===== src/rtl/mem_readout_pkg.sv =====
// Shared constants, types and stream-word packing for the projection memory readout.
// The stream word is {BX_pipe, mem_idx, mem_dat}, with BX_pipe in the MSBs.
package mem_readout_pkg;

  localparam int unsigned NMEM      = 12;
  localparam int unsigned RD_LAT    = 2;
  localparam int unsigned MAX_CNT   = 100;

  localparam int unsigned DAT_W     = 45;
  localparam int unsigned IDX_W     = 4;
  localparam int unsigned BX_W      = 3;
  localparam int unsigned CNT_W     = 6;
  localparam int unsigned CLK_CNT_W = 7;
  localparam int unsigned STREAM_W  = BX_W + IDX_W + DAT_W;

  localparam int unsigned DAT_LSB   = 0;
  localparam int unsigned IDX_LSB   = DAT_LSB + DAT_W;
  localparam int unsigned BX_LSB    = IDX_LSB + IDX_W;

  typedef logic [DAT_W-1:0]    dat_t;
  typedef logic [IDX_W-1:0]    idx_t;
  typedef logic [CNT_W-1:0]    cnt_t;
  typedef logic [BX_W-1:0]     bx_t;
  typedef logic [STREAM_W-1:0] stream_t;

  localparam logic [CLK_CNT_W-1:0] MAX_CNT_V = CLK_CNT_W'(MAX_CNT);
  localparam cnt_t                 CNT_ONE   = cnt_t'(1);

  function automatic stream_t pack_word(bx_t bx, idx_t idx, dat_t dat);
    stream_t w;
    w = '0;
    w[BX_LSB +: BX_W]   = bx;
    w[IDX_LSB +: IDX_W] = idx;
    w[DAT_LSB +: DAT_W] = dat;
    return w;
  endfunction

endpackage


===== src/rtl/mem_readout_if.sv =====
// Bundle between the projection RAMs / event control (master) and the readout block (slave).
interface mem_readout_if;
  import mem_readout_pkg::*;

  logic                 new_event;
  logic [BX_W-1:0]      BX;
  logic [CLK_CNT_W-1:0] clk_cnt;
  bx_t                  BX_pipe;
  cnt_t                 items   [NMEM];
  dat_t                 mem_dat [NMEM];
  cnt_t                 addr    [NMEM];
  stream_t              mem_dat_stream;
  logic                 valid;
  logic                 none;

  modport master (
    output new_event, BX, clk_cnt, BX_pipe, items, mem_dat,
    input  addr, mem_dat_stream, valid, none
  );

  modport slave (
    input  new_event, BX, clk_cnt, BX_pipe, items, mem_dat,
    output addr, mem_dat_stream, valid, none
  );

endinterface


===== src/rtl/mem_readout_prio_enc12.sv =====
// Fixed-priority encoder: index of the lowest set request bit plus an any-request flag.
module prio_enc12
  import mem_readout_pkg::*;
(
  input  logic [NMEM-1:0] req,
  output idx_t            idx,
  output logic            any
);

  always_comb begin
    idx = '0;
    any = |req;
    // Walk downwards so the lowest set bit wins.
    for (int i = NMEM - 1; i >= 0; i--) begin
      if (req[i]) idx = IDX_W'(i);
    end
  end

endmodule


===== src/rtl/mem_readout.sv =====
// Drains up to NMEM projection memories per event into one stream, lowest index first,
// one item per clock, compensating the synchronous RAM read latency.
module mem_readout
  import mem_readout_pkg::*;
(
  input  logic         clk,
  input  logic         reset,
  mem_readout_if.slave bus
);

  cnt_t remaining_q [NMEM];
  cnt_t remaining_d [NMEM];
  cnt_t rdptr_q     [NMEM];
  cnt_t rdptr_d     [NMEM];
  cnt_t addr_q      [NMEM];
  cnt_t addr_d      [NMEM];
  logic none_q, none_d;

  logic [RD_LAT:0] vld_q, vld_d;
  idx_t            sel_pipe_q [RD_LAT+1];
  idx_t            sel_pipe_d [RD_LAT+1];

  logic [NMEM-1:0] req;
  idx_t            sel;
  logic            any_req;
  logic            grant;
  idx_t            sel_out;
  dat_t            dat_mux;

  // BX is carried for debug visibility only.
  logic unused_bx;
  assign unused_bx = ^bus.BX;

  always_comb begin
    for (int i = 0; i < NMEM; i++) begin
      req[i] = (remaining_q[i] != '0);
    end
  end

  prio_enc12 u_prio_enc (
    .req (req),
    .idx (sel),
    .any (any_req)
  );

  assign grant = !bus.new_event && any_req && (bus.clk_cnt < MAX_CNT_V);

  always_comb begin
    none_d = 1'b1;
    for (int i = 0; i < NMEM; i++) begin
      remaining_d[i] = remaining_q[i];
      rdptr_d[i]     = rdptr_q[i];
      addr_d[i]      = addr_q[i];
    end
    for (int i = 0; i < NMEM; i++) begin
      if (bus.new_event) begin
        remaining_d[i] = bus.items[i];
        rdptr_d[i]     = '0;
      end else if (grant && (sel == IDX_W'(i))) begin
        remaining_d[i] = remaining_q[i] - CNT_ONE;
        rdptr_d[i]     = rdptr_q[i] + CNT_ONE;
        addr_d[i]      = rdptr_q[i];
      end
      if (remaining_d[i] != '0) none_d = 1'b0;
    end
  end

  // Stage k holds the grant issued k edges ago; a new event abandons everything in flight.
  always_comb begin
    vld_d         = {vld_q[RD_LAT-1:0], grant};
    sel_pipe_d[0] = sel;
    for (int k = 1; k <= RD_LAT; k++) begin
      sel_pipe_d[k] = sel_pipe_q[k-1];
    end
    if (bus.new_event) vld_d = '0;
  end

  always_ff @(posedge clk or posedge reset) begin
    if (reset) begin
      for (int i = 0; i < NMEM; i++) begin
        remaining_q[i] <= '0;
        rdptr_q[i]     <= '0;
        addr_q[i]      <= '0;
      end
      none_q <= 1'b1;
      vld_q  <= '0;
      for (int k = 0; k <= RD_LAT; k++) begin
        sel_pipe_q[k] <= '0;
      end
    end else begin
      remaining_q <= remaining_d;
      rdptr_q     <= rdptr_d;
      addr_q      <= addr_d;
      none_q      <= none_d;
      vld_q       <= vld_d;
      sel_pipe_q  <= sel_pipe_d;
    end
  end

  assign sel_out = sel_pipe_q[RD_LAT];

  always_comb begin
    dat_mux = '0;
    for (int i = 0; i < NMEM; i++) begin
      if (sel_out == IDX_W'(i)) dat_mux = bus.mem_dat[i];
    end
  end

  // valid leads the word by one clock so the FIFO write enable lines up downstream.
  assign bus.valid          = vld_q[RD_LAT-1];
  assign bus.mem_dat_stream = vld_q[RD_LAT] ? pack_word(bus.BX_pipe, sel_out, dat_mux) : '0;
  assign bus.none           = none_q;

  always_comb begin
    for (int i = 0; i < NMEM; i++) begin
      bus.addr[i] = addr_q[i];
    end
  end

  a_grant_in_range: assert property (@(posedge clk) disable iff (reset)
    grant |-> (sel < IDX_W'(NMEM)));

  a_none_matches_counts: assert property (@(posedge clk) disable iff (reset)
    bus.none == (req == '0));

endmodule


===== src/flat_wrapper.sv =====
// flat-port wrapper written by rule: the top's interface ports become plain ports
module mem_readout_flat import mem_readout_pkg::*;
  (clk, reset, bus_new_event, bus_BX, bus_clk_cnt, bus_BX_pipe, bus_items, bus_mem_dat, bus_addr, bus_mem_dat_stream, bus_valid, bus_none);
  mem_readout_if bus_i ();
  input  logic clk;
  input  logic reset;
  input wire logic [$bits(bus_i.new_event)-1:0] bus_new_event;
  input wire logic [$bits(bus_i.BX)-1:0] bus_BX;
  input wire logic [$bits(bus_i.clk_cnt)-1:0] bus_clk_cnt;
  input wire logic [$bits(bus_i.BX_pipe)-1:0] bus_BX_pipe;
  input wire logic [$bits(bus_i.items)-1:0] bus_items;
  input wire logic [$bits(bus_i.mem_dat)-1:0] bus_mem_dat;
  output wire logic [$bits(bus_i.addr)-1:0] bus_addr;
  output wire logic [$bits(bus_i.mem_dat_stream)-1:0] bus_mem_dat_stream;
  output wire logic [$bits(bus_i.valid)-1:0] bus_valid;
  output wire logic [$bits(bus_i.none)-1:0] bus_none;
  assign bus_i.new_event = bus_new_event;
  assign bus_i.BX = bus_BX;
  assign bus_i.clk_cnt = bus_clk_cnt;
  assign bus_i.BX_pipe = bus_BX_pipe;
  assign bus_i.items = {>>{bus_items}};
  assign bus_i.mem_dat = {>>{bus_mem_dat}};
  assign bus_addr = {>>{bus_i.addr}};
  assign bus_mem_dat_stream = bus_i.mem_dat_stream;
  assign bus_valid = bus_i.valid;
  assign bus_none = bus_i.none;
  mem_readout u_core (.clk(clk), .reset(reset), .bus(bus_i));
endmodule

===== config.mk =====
export PLATFORM = sky130hd
export DESIGN_NAME = mem_readout_flat
export DESIGN_NICKNAME = d
export VERILOG_FILES = /design/src/rtl/mem_readout_pkg.sv /design/src/rtl/mem_readout_if.sv /design/src/rtl/mem_readout_prio_enc12.sv /design/src/rtl/mem_readout.sv /design/src/flat_wrapper.sv
export SDC_FILE = /design/constraint.sdc
export NUM_CORES = 1
export LEC_CHECK = 0
export BUFFER_PORTS_ARGS = -buffer_cell sky130_fd_sc_hd__buf_2
export CORE_AREA = 2 2 289 291
export CTS_BUF_LIST = sky130_fd_sc_hd__clkbuf_2 sky130_fd_sc_hd__clkbuf_4 sky130_fd_sc_hd__clkbuf_8
export DETAILED_ROUTE_END_ITERATION = 10
export DIE_AREA = 0 0 291 293
export GPL_TIMING_DRIVEN = 0
export MAX_ROUTING_LAYER = met4
export PLACE_DENSITY_LB_ADDON = 0.25
export SLEW_MARGIN = 25
export SYNTH_ARGS = -nofsm -noshare
export SYNTH_HDL_FRONTEND = slang
export SYNTH_SLANG_ARGS = --single-unit

===== constraint.sdc =====
create_clock -name clk -period 10.7 [get_ports clk]
set_input_delay 2.675 -clock clk [delete_from_list [all_inputs] [get_ports clk]]
set_output_delay 2.675 -clock clk [all_outputs]
set_load 0.01 [all_outputs]

# Yosys cells after proc, flatten, opt, wreduce, memory -nomap -nowiden
# Cells that the tools add are included.
# totals
regBits	232
latchBits	0
mem_bits_rw	0
rom_bits	0
inputBits	628
out_inout_bits	126
word_cells	241
memories	0
# op_classes
n_addsub	24
n_mul	0
n_div	0
n_lt_le_gt_ge	1
eq_ne	22
shifts	0
muxes	86
n_bitwise	1
reduce_logical	66
# op_table
operator	n
two-way mux 45 bit	12
two-way mux 6 bit	48
nonzero test 6 bit	24
adder 6 x 1 -> 6 bit, second input constant	12
subtractor 6 x 1 -> 6 bit, second input constant	12
two-way mux 52 bit	1
two-way mux 4 bit	12
== test 4 x 3 -> 1 bit, second input constant	8
== test 4 bit, second input constant	8
AND reduction 2 bit	12
nonzero test 2 bit	12
== test 4 x 2 -> 1 bit, second input constant	4
logical AND 1 bit	14
two-way mux 1 bit	12
OR reduction 12 bit	1
== test 4 x 1 -> 1 bit, second input constant	2
logical NOT 4 bit	2
< comparator 7 bit, second input constant	1
two-way mux 3 bit	1
logical NOT 1 bit	1
inverter 1 bit	1

# Longest topological paths before layout
# Gate-level depths: netlist of run 1.
# logic_depth
word_depth	30
ltp_mapped	14
mapped_depth_nobuf	12

# By module
# A second synthesis of run 1 with hierarchy kept.
# unflattened
cells_unflattened	1678
area_unflattened_um2	15292.2
# by_module_without_submodules
module	n_inst	cells_each	area_each_um2	seq_area_each_um2
mem_readout	1	1656	15163.3	5806.8
prio_enc12	1	22	128.9	0.0

# Worst setup path after synthesis of run 1
# OpenSTA, ideal clock, no wires.
# synth_path
kind	input to output
startpoint	in bus_mem_dat[373]
endpoint	out bus_mem_dat_stream[13]
t_arrival_ns	4.069
t_required_ns	8.025
slack_ns	3.956
stages	7
n_path_buf	0
path_cell_list	mux4_2 a222oi_1 a21oi_1 a211oi_1 a21oi_1 a221oi_1 nor2_1
# synth_between
elab_chain_len	10
# synth_lines
item	line	rtl
start: declaration	flat_wrapper.sv:12	input wire logic [$bits(bus_i.mem_dat)-1:0] bus_mem_dat;
two-way mux 45 bit (9 in a row)	mem_readout.sv:105	if (sel_out == IDX_W'(i)) dat_mux = bus.mem_dat[i];
two-way mux 52 bit	mem_readout.sv:111	assign bus.mem_dat_stream = vld_q[RD_LAT] ? pack_word(bus.BX_pipe, sel_out, dat_mux) : '0;
end: declaration	flat_wrapper.sv:14	output wire logic [$bits(bus_i.mem_dat_stream)-1:0] bus_mem_dat_stream;
# Every way passes these cells.

# Worst setup path after layout of run 1
# layout_path
startpoint	in bus_mem_dat[481]
endpoint	out bus_mem_dat_stream[31]
# layout_between
elab_chain_len	12
# layout_lines
item	line
two-way mux 45 bit (11 in a row)	mem_readout.sv:105
two-way mux 52 bit	mem_readout.sv:111
# Every way passes these cells.

==> results.sh, run 1 <==
export IMPL_outcome="finished clean"
export IMPL_dpl_hpwl_um=100500
export IMPL_hold_path_end="u_core.sel_pipe_d[3]"
export IMPL_async_flop_share_pct=100.0
export IMPL_synth_cells=1727
export IMPL_p_leak_nw=9.828
export IMPL_antenna_found_initial=97
export IMPL_cts_root_buf="clkbuf_8"
export IMPL_io_pins=754
export IMPL_area_delta_synth_final_pct=41.03
export IMPL_crit_path_end_kind="output port"
export IMPL_r2r_setup_slack_ns=5.82
export IMPL_clock_skew_ns=0.03318
export IMPL_crit_fanout=1
export IMPL_hold_slack_ns=0.3457
export IMPL_start_util_pct=18.61
export IMPL_die_y_um=293
export IMPL_ys_flop_type="dfrtp_1"
export IMPL_crit_required_ns=8.03
export IMPL_postCtsSetupRepairBufs=0
export IMPL_cts_resized=0
export IMPL_row_count=105
export IMPL_max_cap_viol_count=0
export IMPL_ir_worst_vdd_mv=0.08625
export IMPL_worst_ep_arrival_time_ns=5.38
export IMPL_hold_viol_final=0
export IMPL_reg2regPathDepth=12
export IMPL_tightest_slew_ns=1.068
export IMPL_vias=17800
export IMPL_cts_max_level=2
export IMPL_grt_max_degree=87
export IMPL_period_needed_ns=8.050
export IMPL_syn_area_um2=15230
export IMPL_grt_pass1_vias=17600
export IMPL_ys_types=79
export IMPL_cts_clk_slew_worst_paths_ns=0.06
export IMPL_clk_latency_ns=0.59
export IMPL_wire_per_inst_um=31.44
export IMPL_synth_yosys_seq_area_share_pct=38.13
export IMPL_routabilityCongestion=1.062
export IMPL_firstDrtPassIters=7
export IMPL_yosysWarningCount=0
export IMPL_clock_sinks=232
export IMPL_grt_ovfl_total=0
export IMPL_grt_usage_pct=27.01
export IMPL_fillers=9206
export IMPL_critPathLaunchType="input port"
export IMPL_drc_errors=0
export IMPL_cts_tree="yes"
export IMPL_ctsHoldBuffers=0
export IMPL_syn_avg_cell_area_um2=8.819
export IMPL_drive_above_1_share_pct=37.25
export IMPL_avgViaCountPerCell=4.827
export IMPL_final_common_cell="buf_2"
export IMPL_drt_wl_total_um=115900
export IMPL_clockBufferDepth=3
export IMPL_layout_nets=3178
export IMPL_first_iter_violations=1357
export IMPL_die_w_um=291
export IMPL_fin_ws_ns=2.650
export IMPL_crit_reg2reg_launch="u_core.remaining_q[66]"
export IMPL_hp_class="reg -> reg"
export IMPL_cp_startpoint="bus_mem_dat[481]"
export IMPL_fmax_mhz=124.2
export IMPL_antenna_left=0
export IMPL_syn_nets=2380
export IMPL_rsz0062_at_grt="false"
export IMPL_power_density_nw_per_um2=105.2
export IMPL_slew_headroom_pct=28.81
export IMPL_final_cell_mix="buf_2 (753), nand2_1 (270), dfrtp_1 (231)"
export IMPL_synth_edff_count=0
export IMPL_min_from="u_core.sel_pipe_d[7]"
export IMPL_pre_cts_ws_ns=2.653
export IMPL_slew_viol_final=0
export IMPL_hold_depth=0
export IMPL_dieArea_um2=85260
export IMPL_grt_first_pass_wirelength_um=153400
export IMPL_numCtsBuffers=41
export IMPL_core_area_um2=81850
export IMPL_setup_viol=0
export IMPL_finalCritPeriodShare_pct=75.23
export IMPL_portBuffers=748
export IMPL_critPathKind="in -> out"
export IMPL_reg2reg_to="u_core.bus.none"
export IMPL_ys_seq_elements=232
## synth_stat cells (all sizes together), types with 35 or more instances
library cell | n | area [um^2]
a222oi | 43 | 430.4
clkbuf | 93 | 349.1
mux2 | 53 | 600.6
dfrtp | 231 | 5781
nand4 | 35 | 234.0
a22oi | 47 | 352.8
mux2i | 49 | 490.5
xnor2 | 45 | 394.1
o21ai | 157 | 793.3
nor3 | 37 | 200.2
inv | 46 | 172.7
nor2 | 131 | 494.2
a21oi | 111 | 559.3
nand3 | 45 | 225.2
xor2 | 54 | 473.0
nand2 | 270 | 1013
## final cells by class
class	instances	area (um^2)	area share, %
inverter	47	183.9	0.8562
multi-input combinational	1339	8855	41.22
tap	1070	1339	6.233
timing repair buffer	755	3840	17.88
clock buffer	66	839.6	3.908
antenna	65	162.7	0.7572
sequential	232	5807	27.03
buffer	109	424.2	1.975
clock inverter	5	30.03	0.1398
## worst max-delay path: stages
cell      delay [ns]
buf_2           0.12
mux2i_1         0.15
o21ai_0         0.18
a222oi_1        0.88
a21oi_1         0.30
a21oi_1         0.18
nand2_1         0.06
o21ai_0         0.24
a21oi_1         0.33
buf_2           0.24
## per-layer routing
metal | wire, um | global-route usage, %
met1 | 43760 | 29.89
met3 | 13310 | 11.18
met2 | 53650 | 43.32
met5 | 0 | -
met4 | 5225 | 10.39
## sequential cells by signal, indices dropped and copies added (netlist names)
name                flops
u_core.sel_pipe_d       8
u_core.remaining_q     72
u_core.bus.addr        72
u_core.vld_q            3
u_core.sel_out          4
u_core.bus.none         1
u_core.rdptr_q         72
## power breakdown
| group | internal (mW) | switching [mW] |
|---|---|---|
| sequential | 0.909 | 0.0355 |
| combinational | 0.177 | 0.239 |
| clock | 0.495 | 0.405 |
## worst max-delay path by stage
stage	to	slack, ns	cells after the start
6_report	bus_mem_dat_stream[31]	2.65	10
5_1_grt	bus_mem_dat_stream[25]	2.50	12
4_1_cts	bus_mem_dat_stream[31]	2.64	10
3_5_place_dp	bus_mem_dat_stream[31]	2.65	10
3_3_place_gp	u_core.remaining_q[70]	-1.81	2
2_1_floorplan	u_core.bus.addr[0]	1.67	1
## through the flow
stage	std cells	utilization (%)	setup TNS, ns	total power, mW	area, um^2
after global routing	3681	26.22	0	2.361	21460
after floorplan	1727	-	0	1.121	15230
final	3688	26.24	0	2.260	21480
after CTS	3623	26.04	0	2.289	21310
after detailed placement	3552	24.98	0	1.374	20440
after global placement	3545	24.82	-405.43	1.369	20310
## logic make-up (layout without fill, tap and decap cells)
| family | count (synthesis) | in the layout | share of synthesized area (%) |
|---|---|---|---|
| and+or+nand+nor | 633 | 633 | 19.81 |
| AOI/OAI and AO/OA | 455 | 455 | 19.54 |
| DFF | 232 | 232 | 38.13 |
| buffers and inverters | 156 | 982 | 3.918 |
| muxes | 127 | 127 | 10.86 |
| xor gates and xnor gates | 99 | 99 | 5.693 |
| adders and majority gates | 25 | 25 | 2.054 |
| other | 0 | 65 | 0 |
No activity file was read; power rests on OpenSTA's default activity.
==> inputs of run 2 (changes only) <==
Clock period 10.7 ns to 7.65 ns, I/O delays scaled along.
==> run 2 against run 1 <==
Critical path depth grew 2. Global-route usage grew 0.44 points. First-iteration DRC count grew 15%. Sequential share of layout area shrank 0.26 points. Count of clock-buffer cells in the layout shrank 3. Setup slack lost 1.9 ns. Register-to-register slack lost 3.2 ns. Hold slack lost 0.0076 ns. Combinational power grew 44%. Clock skew shrank 0.0072 ns. Largest cell class unchanged.
==> results.sh, run 2 (same netlist as run 1, synthesis figures left out) <==
export IMPL_outcome="finished clean"
export IMPL_period_needed_ns=6.871
export IMPL_die_w_um=291
export IMPL_worst_ep_arrival_time_ns=4.96
export IMPL_ctsHoldBuffers=0
export IMPL_portBuffers=748
export IMPL_slew_headroom_pct=23.27
export IMPL_postCtsSetupRepairBufs=0
export IMPL_final_cell_mix="buf_2 (757), nand2_1 (270), dfrtp_1 (231)"
export IMPL_critPathKind="reg -> out"
export IMPL_ir_worst_vdd_mv=0.1073
export IMPL_routabilityCongestion=1.020
export IMPL_hp_class="reg -> reg"
export IMPL_drive_above_1_share_pct=37.54
export IMPL_clk_latency_ns=0.58
export IMPL_clock_skew_ns=0.02599
export IMPL_drc_errors=0
export IMPL_fin_setup_tns_ns=0
export IMPL_clock_sinks=232
export IMPL_p_leak_nw=9.929
export IMPL_grt_usage_pct=27.45
export IMPL_grt_ovfl_total=0
export IMPL_crit_required_ns=5.74
export IMPL_layout_nets=3188
export IMPL_critPathLaunchType="flip-flop"
export IMPL_antenna_found_initial=99
export IMPL_core_area_um2=81850
export IMPL_max_cap_viol_count=0
export IMPL_power_density_nw_per_um2=149.8
export IMPL_crit_path_end_kind="output port"
export IMPL_area_delta_synth_final_pct=42.41
export IMPL_hold_viol_final=0
export IMPL_grt_max_degree=30
export IMPL_cts_clk_slew_worst_paths_ns=0.07
export IMPL_avgViaCountPerCell=4.810
export IMPL_first_iter_violations=1561
export IMPL_cts_resized=0
export IMPL_drt_wl_total_um=117800
export IMPL_dpl_hpwl_um=102000
export IMPL_vias=17830
export IMPL_setup_viol=0
export IMPL_hold_slack_ns=0.3381
export IMPL_fmax_mhz=145.5
export IMPL_row_count=105
export IMPL_cts_max_level=2
export IMPL_crit_fanout=10
export IMPL_tightest_slew_ns=1.147
export IMPL_grt_first_pass_wirelength_um=155500
export IMPL_antenna_left=0
export IMPL_numCtsBuffers=41
export IMPL_grt_pass1_vias=18040
export IMPL_final_common_cell="buf_2"
export IMPL_slew_viol_final=0
export IMPL_clockBufferDepth=3
export IMPL_finalCritPeriodShare_pct=89.82
export IMPL_io_pins=754
export IMPL_rsz0062_at_grt="false"
export IMPL_fillers=9193
export IMPL_dieArea_um2=85260
export IMPL_die_y_um=293
export IMPL_cts_root_buf="clkbuf_8"
export IMPL_start_util_pct=18.61
export IMPL_firstDrtPassIters=6
export IMPL_wire_per_inst_um=31.78
export IMPL_cts_tree="yes"
[run 2: metal layers]
metal / track usage, % / vias to the layer above / wire length, um
met2: 43.69 / 880 / 54530
met4: 12.04 / 0 / 5299
li1: - / 8064 / -
met5: - / - / 0
met3: 12.06 / 198 / 14920
met1: 29.66 / 8687 / 43070
[run 2: final timing paths]
check | startpoint | endpoint | slack, ns | cells after the start
max in group asynchronous | reset | u_core.bus.addr[31] | 5.15 | 6
hold / removal | u_core.sel_pipe_d[1] | u_core.sel_out[1] | 0.34 | 0
setup reg to reg | u_core.remaining_q[66] | u_core.bus.none | 2.64 | 12
min in group asynchronous | reset | u_core.bus.addr[60] | 1.33 | 2
setup / recovery | u_core.sel_out[1] | bus_mem_dat_stream[31] | 0.78 | 12
hold reg to reg | u_core.sel_pipe_d[1] | u_core.sel_out[1] | 0.34 | 0
[run 2: cell type report]
cell class                      count  area (um^2)  area share, %
Multi-Input combinational cell   1339         8856          40.83
Sequential cell                   232         5807          26.77
Timing Repair Buffer              765         3995          18.42
Tap cell                         1070         1339          6.172
Clock buffer                       63        779.5          3.594
Buffer                            109        425.4          1.961
Inverter                           47        180.2         0.8307
Antenna cell                       72        180.2         0.8307
Clock inverter                     10        127.6         0.5884
[run 2: per-stage QoR]
| step | util [%] | worst slack [ns] | std cells | total power [mW] | area (um^2) |
|---|---|---|---|---|---|
| after floorplan | - | 2.431 | 1727 | 1.568 | 15230 |
| after global placement | 24.82 | 0.3858 | 3545 | 1.923 | 20320 |
| after detailed placement | 25.17 | 0.8971 | 3562 | 1.939 | 20600 |
| after CTS | 26.27 | 0.5907 | 3635 | 3.291 | 21500 |
| after global routing | 26.47 | 0.5078 | 3697 | 3.388 | 21660 |
| final | 26.50 | 0.7785 | 3707 | 3.250 | 21690 |
[run 2: report_power, final]
| part | total (mW) | internal (mW) | switching, mW |
|---|---|---|---|
| sequential | 1.32 | 1.27 | 0.0501 |
| clock | 1.33 | 0.751 | 0.578 |
| combinational | 0.600 | 0.256 | 0.344 |
[run 2: worst max-delay path, cell delays in order, from the launching register on]
cell,delay (ns)
dfrtp_1,0.32
clkbuf_1,0.55
clkbuf_1,0.74
nand2_1,0.24
nor3_1,0.38
clkbuf_1,0.54
a21oi_1,0.15
a21oi_1,0.29
a21oi_1,0.07
nand2_1,0.08
o21ai_0,0.23
a21oi_1,0.53
buf_2,0.23
